==> src/rtl/dla_hld_ram_arb_pkg.sv <==
// Shared types and helpers for the dla_hld_ram port arbiter and its round-robin core.
package dla_hld_ram_arb_pkg;

    // Top-level operating mode: normal arbitration or memory zero-fill
    typedef enum logic {
        ARB   = 1'b0,
        CLEAR = 1'b1
    } arb_state_t;

    // Widest requester ID ever needed (NUM_REQ tops out at 8)
    localparam int MAX_ID_W = 3;

    // One stage of the read-response ID pipeline
    typedef struct packed {
        logic                valid;
        logic [MAX_ID_W-1:0] id;
    } rsp_stage_t;

    // Requester ID width, never narrower than one bit
    function automatic int id_width(input int num_req);
        return (num_req <= 2) ? 1 : $clog2(num_req);
    endfunction

endpackage

==> src/rtl/dla_hld_ram_rr_arbiter.sv <==
// Round-robin arbiter: grants the first requester at or after the rotating pointer.
module dla_hld_ram_rr_arbiter
    import dla_hld_ram_arb_pkg::*;
#(
    parameter  int NUM_REQ = 4,
    localparam int ID_W    = id_width(NUM_REQ)
) (
    input  logic               clock,
    input  logic               resetn,
    input  logic [NUM_REQ-1:0] req,
    input  logic               enable,
    output logic [NUM_REQ-1:0] grant,
    output logic [ID_W-1:0]    grant_id
);

    logic [ID_W-1:0] ptr;
    logic [ID_W-1:0] sel;
    logic            found;
    int              idx;

    // Search from the pointer, wrapping once, and grant the first active request
    always_comb begin
        grant    = '0;
        grant_id = '0;
        found    = 1'b0;
        sel      = '0;
        idx      = 0;
        if (enable) begin
            for (int k = 0; k < NUM_REQ; k++) begin
                idx = int'(ptr) + k;
                if (idx >= NUM_REQ) begin
                    idx = idx - NUM_REQ;
                end
                sel = ID_W'(idx);
                if (!found && req[sel]) begin
                    found      = 1'b1;
                    grant[sel] = 1'b1;
                    grant_id   = sel;
                end
            end
        end
    end

    // A grant is always taken (requests hold until granted), so move past the winner
    always_ff @(posedge clock or negedge resetn) begin
        if (!resetn) begin
            ptr <= '0;
        end else if (|grant) begin
            ptr <= (int'(grant_id) == NUM_REQ - 1) ? '0 : grant_id + 1'b1;
        end
    end

endmodule

==> src/rtl/dla_hld_ram_port_arbiter.sv <==
// Shares one dla_hld_ram port between NUM_REQ requesters, routes read responses
// back by ID and can zero-fill the whole memory on command.
module dla_hld_ram_port_arbiter
    import dla_hld_ram_arb_pkg::*;
#(
    parameter  int NUM_REQ      = 4,
    parameter  int DEPTH        = 1024,
    parameter  int WIDTH        = 40,
    parameter  int BE_WIDTH     = 4,
    parameter  int READ_LATENCY = 3,
    localparam int ADDR         = $clog2(DEPTH),
    localparam int ID           = id_width(NUM_REQ)
) (
    input  logic                        clock,
    input  logic                        resetn,
    input  logic                        clear_start,
    output logic                        clear_busy,
    input  logic [NUM_REQ-1:0]          req_valid,
    output logic [NUM_REQ-1:0]          req_ready,
    input  logic [NUM_REQ-1:0]          req_write,
    input  logic [NUM_REQ*ADDR-1:0]     req_address,
    input  logic [NUM_REQ*WIDTH-1:0]    req_writedata,
    input  logic [NUM_REQ*BE_WIDTH-1:0] req_byteenable,
    output logic [NUM_REQ-1:0]          rsp_valid,
    output logic [WIDTH-1:0]            rsp_readdata,
    output logic [ADDR-1:0]             ram_address,
    output logic                        ram_read_enable,
    output logic                        ram_write,
    output logic [WIDTH-1:0]            ram_writedata,
    output logic [BE_WIDTH-1:0]         ram_byteenable,
    input  logic [WIDTH-1:0]            ram_readdata
);

    arb_state_t                  state;
    arb_state_t                  state_next;
    logic [ADDR-1:0]             clear_addr;
    logic                        clear_last;
    logic                        arb_enable;
    logic [NUM_REQ-1:0]          grant;
    logic [ID-1:0]               grant_id;
    logic                        accept;
    logic                        acc_write;
    logic [ADDR-1:0]             acc_addr;
    logic [WIDTH-1:0]            acc_data;
    logic [BE_WIDTH-1:0]         acc_be;
    rsp_stage_t                  pipe_in;
    rsp_stage_t [READ_LATENCY:0] pipe;
    logic [NUM_REQ-1:0]          rsp_valid_next;

    // Grants are suppressed while clearing and while reset is held
    assign arb_enable = (state == ARB) && resetn;
    assign req_ready  = grant;
    assign accept     = |grant;
    assign clear_busy = (state == CLEAR);
    assign clear_last = (clear_addr == ADDR'(DEPTH - 1));

    dla_hld_ram_rr_arbiter #(
        .NUM_REQ (NUM_REQ)
    ) u_rr (
        .clock    (clock),
        .resetn   (resetn),
        .req      (req_valid),
        .enable   (arb_enable),
        .grant    (grant),
        .grant_id (grant_id)
    );

    // Pick the granted requester's command fields off the packed buses
    always_comb begin
        acc_write = req_write[grant_id];
        acc_addr  = req_address[int'(grant_id)*ADDR +: ADDR];
        acc_data  = req_writedata[int'(grant_id)*WIDTH +: WIDTH];
        acc_be    = req_byteenable[int'(grant_id)*BE_WIDTH +: BE_WIDTH];
    end

    // Mode sequencing: enter CLEAR after a start request, leave after the last address
    always_comb begin
        state_next = state;
        case (state)
            ARB:     if (clear_start) state_next = CLEAR;
            CLEAR:   if (clear_last)  state_next = ARB;
            default: state_next = ARB;
        endcase
    end

    // State register and clear address counter; the counter rewinds to 0 on exit so it never wraps
    always_ff @(posedge clock or negedge resetn) begin
        if (!resetn) begin
            state      <= ARB;
            clear_addr <= '0;
        end else begin
            state <= state_next;
            if (state == CLEAR) begin
                clear_addr <= clear_last ? '0 : clear_addr + 1'b1;
            end
        end
    end

    // Registered RAM command: clear writes take priority, otherwise the accepted request
    always_ff @(posedge clock or negedge resetn) begin
        if (!resetn) begin
            ram_address     <= '0;
            ram_read_enable <= 1'b0;
            ram_write       <= 1'b0;
            ram_writedata   <= '0;
            ram_byteenable  <= '0;
        end else begin
            ram_write       <= 1'b0;
            ram_read_enable <= 1'b0;
            if (state == CLEAR) begin
                ram_write      <= 1'b1;
                ram_address    <= clear_addr;
                ram_writedata  <= '0;
                ram_byteenable <= '1;
            end else if (accept) begin
                ram_address <= acc_addr;
                if (acc_write) begin
                    ram_write      <= 1'b1;
                    ram_writedata  <= acc_data;
                    ram_byteenable <= acc_be;
                end else begin
                    ram_read_enable <= 1'b1;
                    ram_writedata   <= '0;
                    ram_byteenable  <= '0;
                end
            end
        end
    end

    // Tag entering the ID pipeline for each accepted read
    always_comb begin
        pipe_in.valid = accept && !acc_write;
        pipe_in.id    = MAX_ID_W'(grant_id);
    end

    // ID pipeline: the last stage lines up with valid ram_readdata
    always_ff @(posedge clock or negedge resetn) begin
        if (!resetn) begin
            pipe <= '0;
        end else begin
            pipe <= {pipe[READ_LATENCY-1:0], pipe_in};
        end
    end

    // Decode the returning ID into a one-hot response valid
    always_comb begin
        rsp_valid_next = '0;
        for (int i = 0; i < NUM_REQ; i++) begin
            rsp_valid_next[i] = pipe[READ_LATENCY].valid &&
                                (pipe[READ_LATENCY].id == MAX_ID_W'(i));
        end
    end

    // Response register: read data is captured only when a response is due
    always_ff @(posedge clock or negedge resetn) begin
        if (!resetn) begin
            rsp_valid    <= '0;
            rsp_readdata <= '0;
        end else begin
            rsp_valid <= rsp_valid_next;
            if (pipe[READ_LATENCY].valid) begin
                rsp_readdata <= ram_readdata;
            end
        end
    end

endmodule

==> config.mk <==
export PLATFORM = sky130hd
export DESIGN_NAME = dla_hld_ram_port_arbiter
export DESIGN_NICKNAME = d
export VERILOG_FILES = /design/src/rtl/dla_hld_ram_arb_pkg.sv /design/src/rtl/dla_hld_ram_rr_arbiter.sv /design/src/rtl/dla_hld_ram_port_arbiter.sv
export SDC_FILE = /design/constraint.sdc
export NUM_CORES = 1
export LEC_CHECK = 0
export BUFFER_PORTS_ARGS = -buffer_cell sky130_fd_sc_hd__buf_2
export CORE_AREA = 4 4 141 143
export DETAILED_ROUTE_END_ITERATION = 7
export DIE_AREA = 0 0 145 147
export GPL_TIMING_DRIVEN = 0
export PLACE_DENSITY = 0.69
export SYNTH_ARGS = -nofsm -noshare
export SYNTH_HDL_FRONTEND = slang
export SYNTH_SLANG_ARGS = --single-unit
==> constraint.sdc <==
create_clock -name clock -period 4.55 [get_ports clock]
set_input_delay 0.91 -clock clock [delete_from_list [all_inputs] [get_ports clock]]
set_output_delay 0.91 -clock clock [all_outputs]
set_load 0.01 [all_outputs]
==> results.ini <==
[status]
status = finished, final reports clean

[yosys]
yosys.area.top_type = dfrtp_1
syn-num-nets = 735
async_flop_share_pct = 100
synth_area_leaders = dfrtp_1 48%, mux4_2 17%, mux2_2 7.6%, a22o_1 5.5%, mux2i_1 3.8%
ys_warn_count = 0
syn_area_um2 = 6560
synth_ff_type = dfrtp_1
synthCells = 459
ys_seq_area_share_pct = 47.7
synth.most_common_cell = dfrtp_1
synth_enable_flop_cells = 0
synthTopCellsByCount = 125 x dfrtp_1, 49 x mux4_2, 44 x mux2_2
avgSynthCellArea_um2 = 14.3
synth.distinct_cells = 53
ys_ff_latch = 125
netlist.area_leader.share_pct = 47.7

[layout]
area_growth_pct = 44.1
finalNonFillerCells = 1099
nNetsFinal = 1126
drive_above_1_share_pct = 61.2

[clock_tree]
clk-insertion-delay-late_ns = 0.41
cts_tree = yes
clockBufferDepth = 2
cts_setup_buffers = 0
cts_hold_buf = 0
cts_resized = 0
cts-root-buf = clkbuf_16
cts.clk_slew.worst_paths_ns = 0.06
h-tree-depth = 4
cts_buffers = 17
cts.sinks = 125

[worst_setup_path]
reg2reg_slack_ns = 0.70
r2r_cells = 9
worstPathMaxFanout = 10
rr_endpoint = ram_writedata[33]
critPathLaunchType = flip-flop
slowest_delay_ns = 0.52
timing_worst_setup_path_type = flip-flop to output port
cp_slowest_cell = dfrtp_1
cp_data_arrival_time_ns = 3.00
crit_required_ns = 3.64
path_cells = buf_4 -> inv_1 -> ha_1 -> mux4_2 -> nand3b_1 -> a21oi_1 -> o21a_1 -> buf_2
rr_startpoint = u_rr.ptr[0]
worstSetupEndpointType = output port

[timing]
tightest_slew_ns = 0.687
max_freq_ghz = 0.256
clock_skew_ns = 0.00746
rsz0062_at_grt = no
relSlewSlack_pct = 54.1
finalCriticalPeriod_ns = 3.91
worst_hold_slack_ns = 0.346
finalSetupViolCount = 0
finalSetupTns_ns = 0
timing.final.crit_share_pct = 86.0
finalHoldViolCount = 0
slew_viol_final = 0
setup_slack_ns = 0.637

[global_route]
grt_max_degree = 81
antenna_found_initial = 2
grt_pass1_vias = 5870
grt-ovfl-total = 0
grt_pass1_wl_um = 32800
grt_use_total_pct = 19.9

[place]
hpwl_um = 17400
dp.cells = 1065
place_ws_ns = 0.663
place_congestion = 0.876
portBuffers = 371

[detailed_routing]
routedWlPerCell_um = 19.7
drt_pre_antenna_iters = 4
avgViaCountPerCell = 5.14
drc = 0
vias = 5650
drt-initial-drc-count = 193
wirelength_um = 21600
final_antenna_net_count = 0

[worst_hold_path]
hold_end = pipe[11]
min_path_type = flip-flop to flip-flop
hold_start = pipe[7]
hold_depth = 0

[floorplan]
core-area_um2 = 18600
rows = 50
die_w_um = 145
dieArea_um2 = 21300
start_util_pct = 35.3
die_y_um = 147
io-pin-count = 372

[pwr]
peakVddDrop_v = 0.000226
p_leak_nw = 4.98
p_per_area_nw_per_um2 = 377

[flow_run]
cap_violations = 0

-- state kept, by name (all words and copies together) (netlist names) --
register	cells
ram_writedata	40
rsp_readdata	40
pipe	12
clear_addr	10
ram_address	10
ram_byteenable	4
rsp_valid	4
u_rr.ptr	2
clear_busy	1
ram_read_enable	1
ram_write	1
-- layer usage --
metal / track usage, % / routed length [um] / part of all wire [%]
met5: 0 / 0 / 0
met4: 5.99 / 377 / 1.7
met3: 5.80 / 1680 / 7.8
met2: 33.5 / 10800 / 50
met1: 24.9 / 8750 / 40
-- logic make-up after synthesis --
| logic type | count (synthesis) | synth area share (%) |
|---|---|---|
| flip-flops | 125 | 47.7 |
| multiplexers | 118 | 28.2 |
| AO/OA/AOI/OAI | 86 | 11.2 |
| AND/OR/NAND/NOR | 73 | 6.54 |
| buffers and inverters | 40 | 3.58 |
| adder cells (fa/ha/maj) | 9 | 1.72 |
| XOR/XNOR | 8 | 1.07 |
-- how the worst max path moves through the flow --
stage | cells past startpoint | end | slack (ns) | startpoint
2_1_floorplan | 9 | ram_writedata[10] | 1.35 | u_rr.ptr[0]
3_3_place_gp | 7 | ram_writedata[33] | -1.02 | resetn
4_1_cts | 10 | ram_byteenable[0] | 0.64 | u_rr.ptr[0]
6_report | 8 | req_ready[3] | 0.64 | u_rr.ptr[0]
3_5_place_dp | 10 | ram_byteenable[0] | 0.66 | u_rr.ptr[0]
5_1_grt | 10 | ram_byteenable[0] | 0.49 | u_rr.ptr[0]
-- report_power, final --
part           internal, W  switching [W]
combinational     0.000348       0.000295
clock              0.00110       0.000507
sequential         0.00122      0.0000895
total              0.00267       0.000891
-- worst max-delay path: cells and delay by family (launching register included) --
family	cells	cell delay (ns)
compound gates	2	0.55
fa+ha+maj	1	0.40
buf+inv	3	0.49
flops	1	0.52
mux	1	0.42
simple gates	1	0.21
-- cells in the final DEF (no fill, tap or decap), types with 4 or more instances in the layout --
master and count:
a21oi_1 10, a221o_1 7, a22o_1 41, and3_1 4
buf_1 4, buf_2 378, buf_4 6, buf_6 8
bufinv_16 7, clkbuf_1 9, clkbuf_16 17, dfrtp_1 125
ha_1 9, inv_1 6, mux2_2 44, mux2i_1 25
mux4_2 49, nand2_1 12, nand3b_1 4, nand4_1 4
nor2_1 19, nor3b_1 11, o21ai_0 5, o2bb2ai_1 4
xnor2_1 5
-- stage by stage --
stage                     util (%)  total power (W)  area, um2
after floorplan                  -          0.00168       6560
after global placement        46.9          0.00196       8710
after detailed placement      47.1          0.00197       8740
after CTS                     50.8          0.00360       9450
after global routing          50.9          0.00373       9450
final                         50.9          0.00356       9450
-- cell type report --
class / instances / area (um2)
antenna: 2 / 5.00
buffer: 33 / 209
clock buffer: 19 / 443
clock inverter: 13 / 260
fill: 1644 / 9130
inverter: 7 / 26.3
multi-input combinational: 294 / 3200
sequential: 125 / 3130
tap: 234 / 293
timing repair buffer: 372 / 1890
Note: power is estimated with default switching activity, not from simulation.
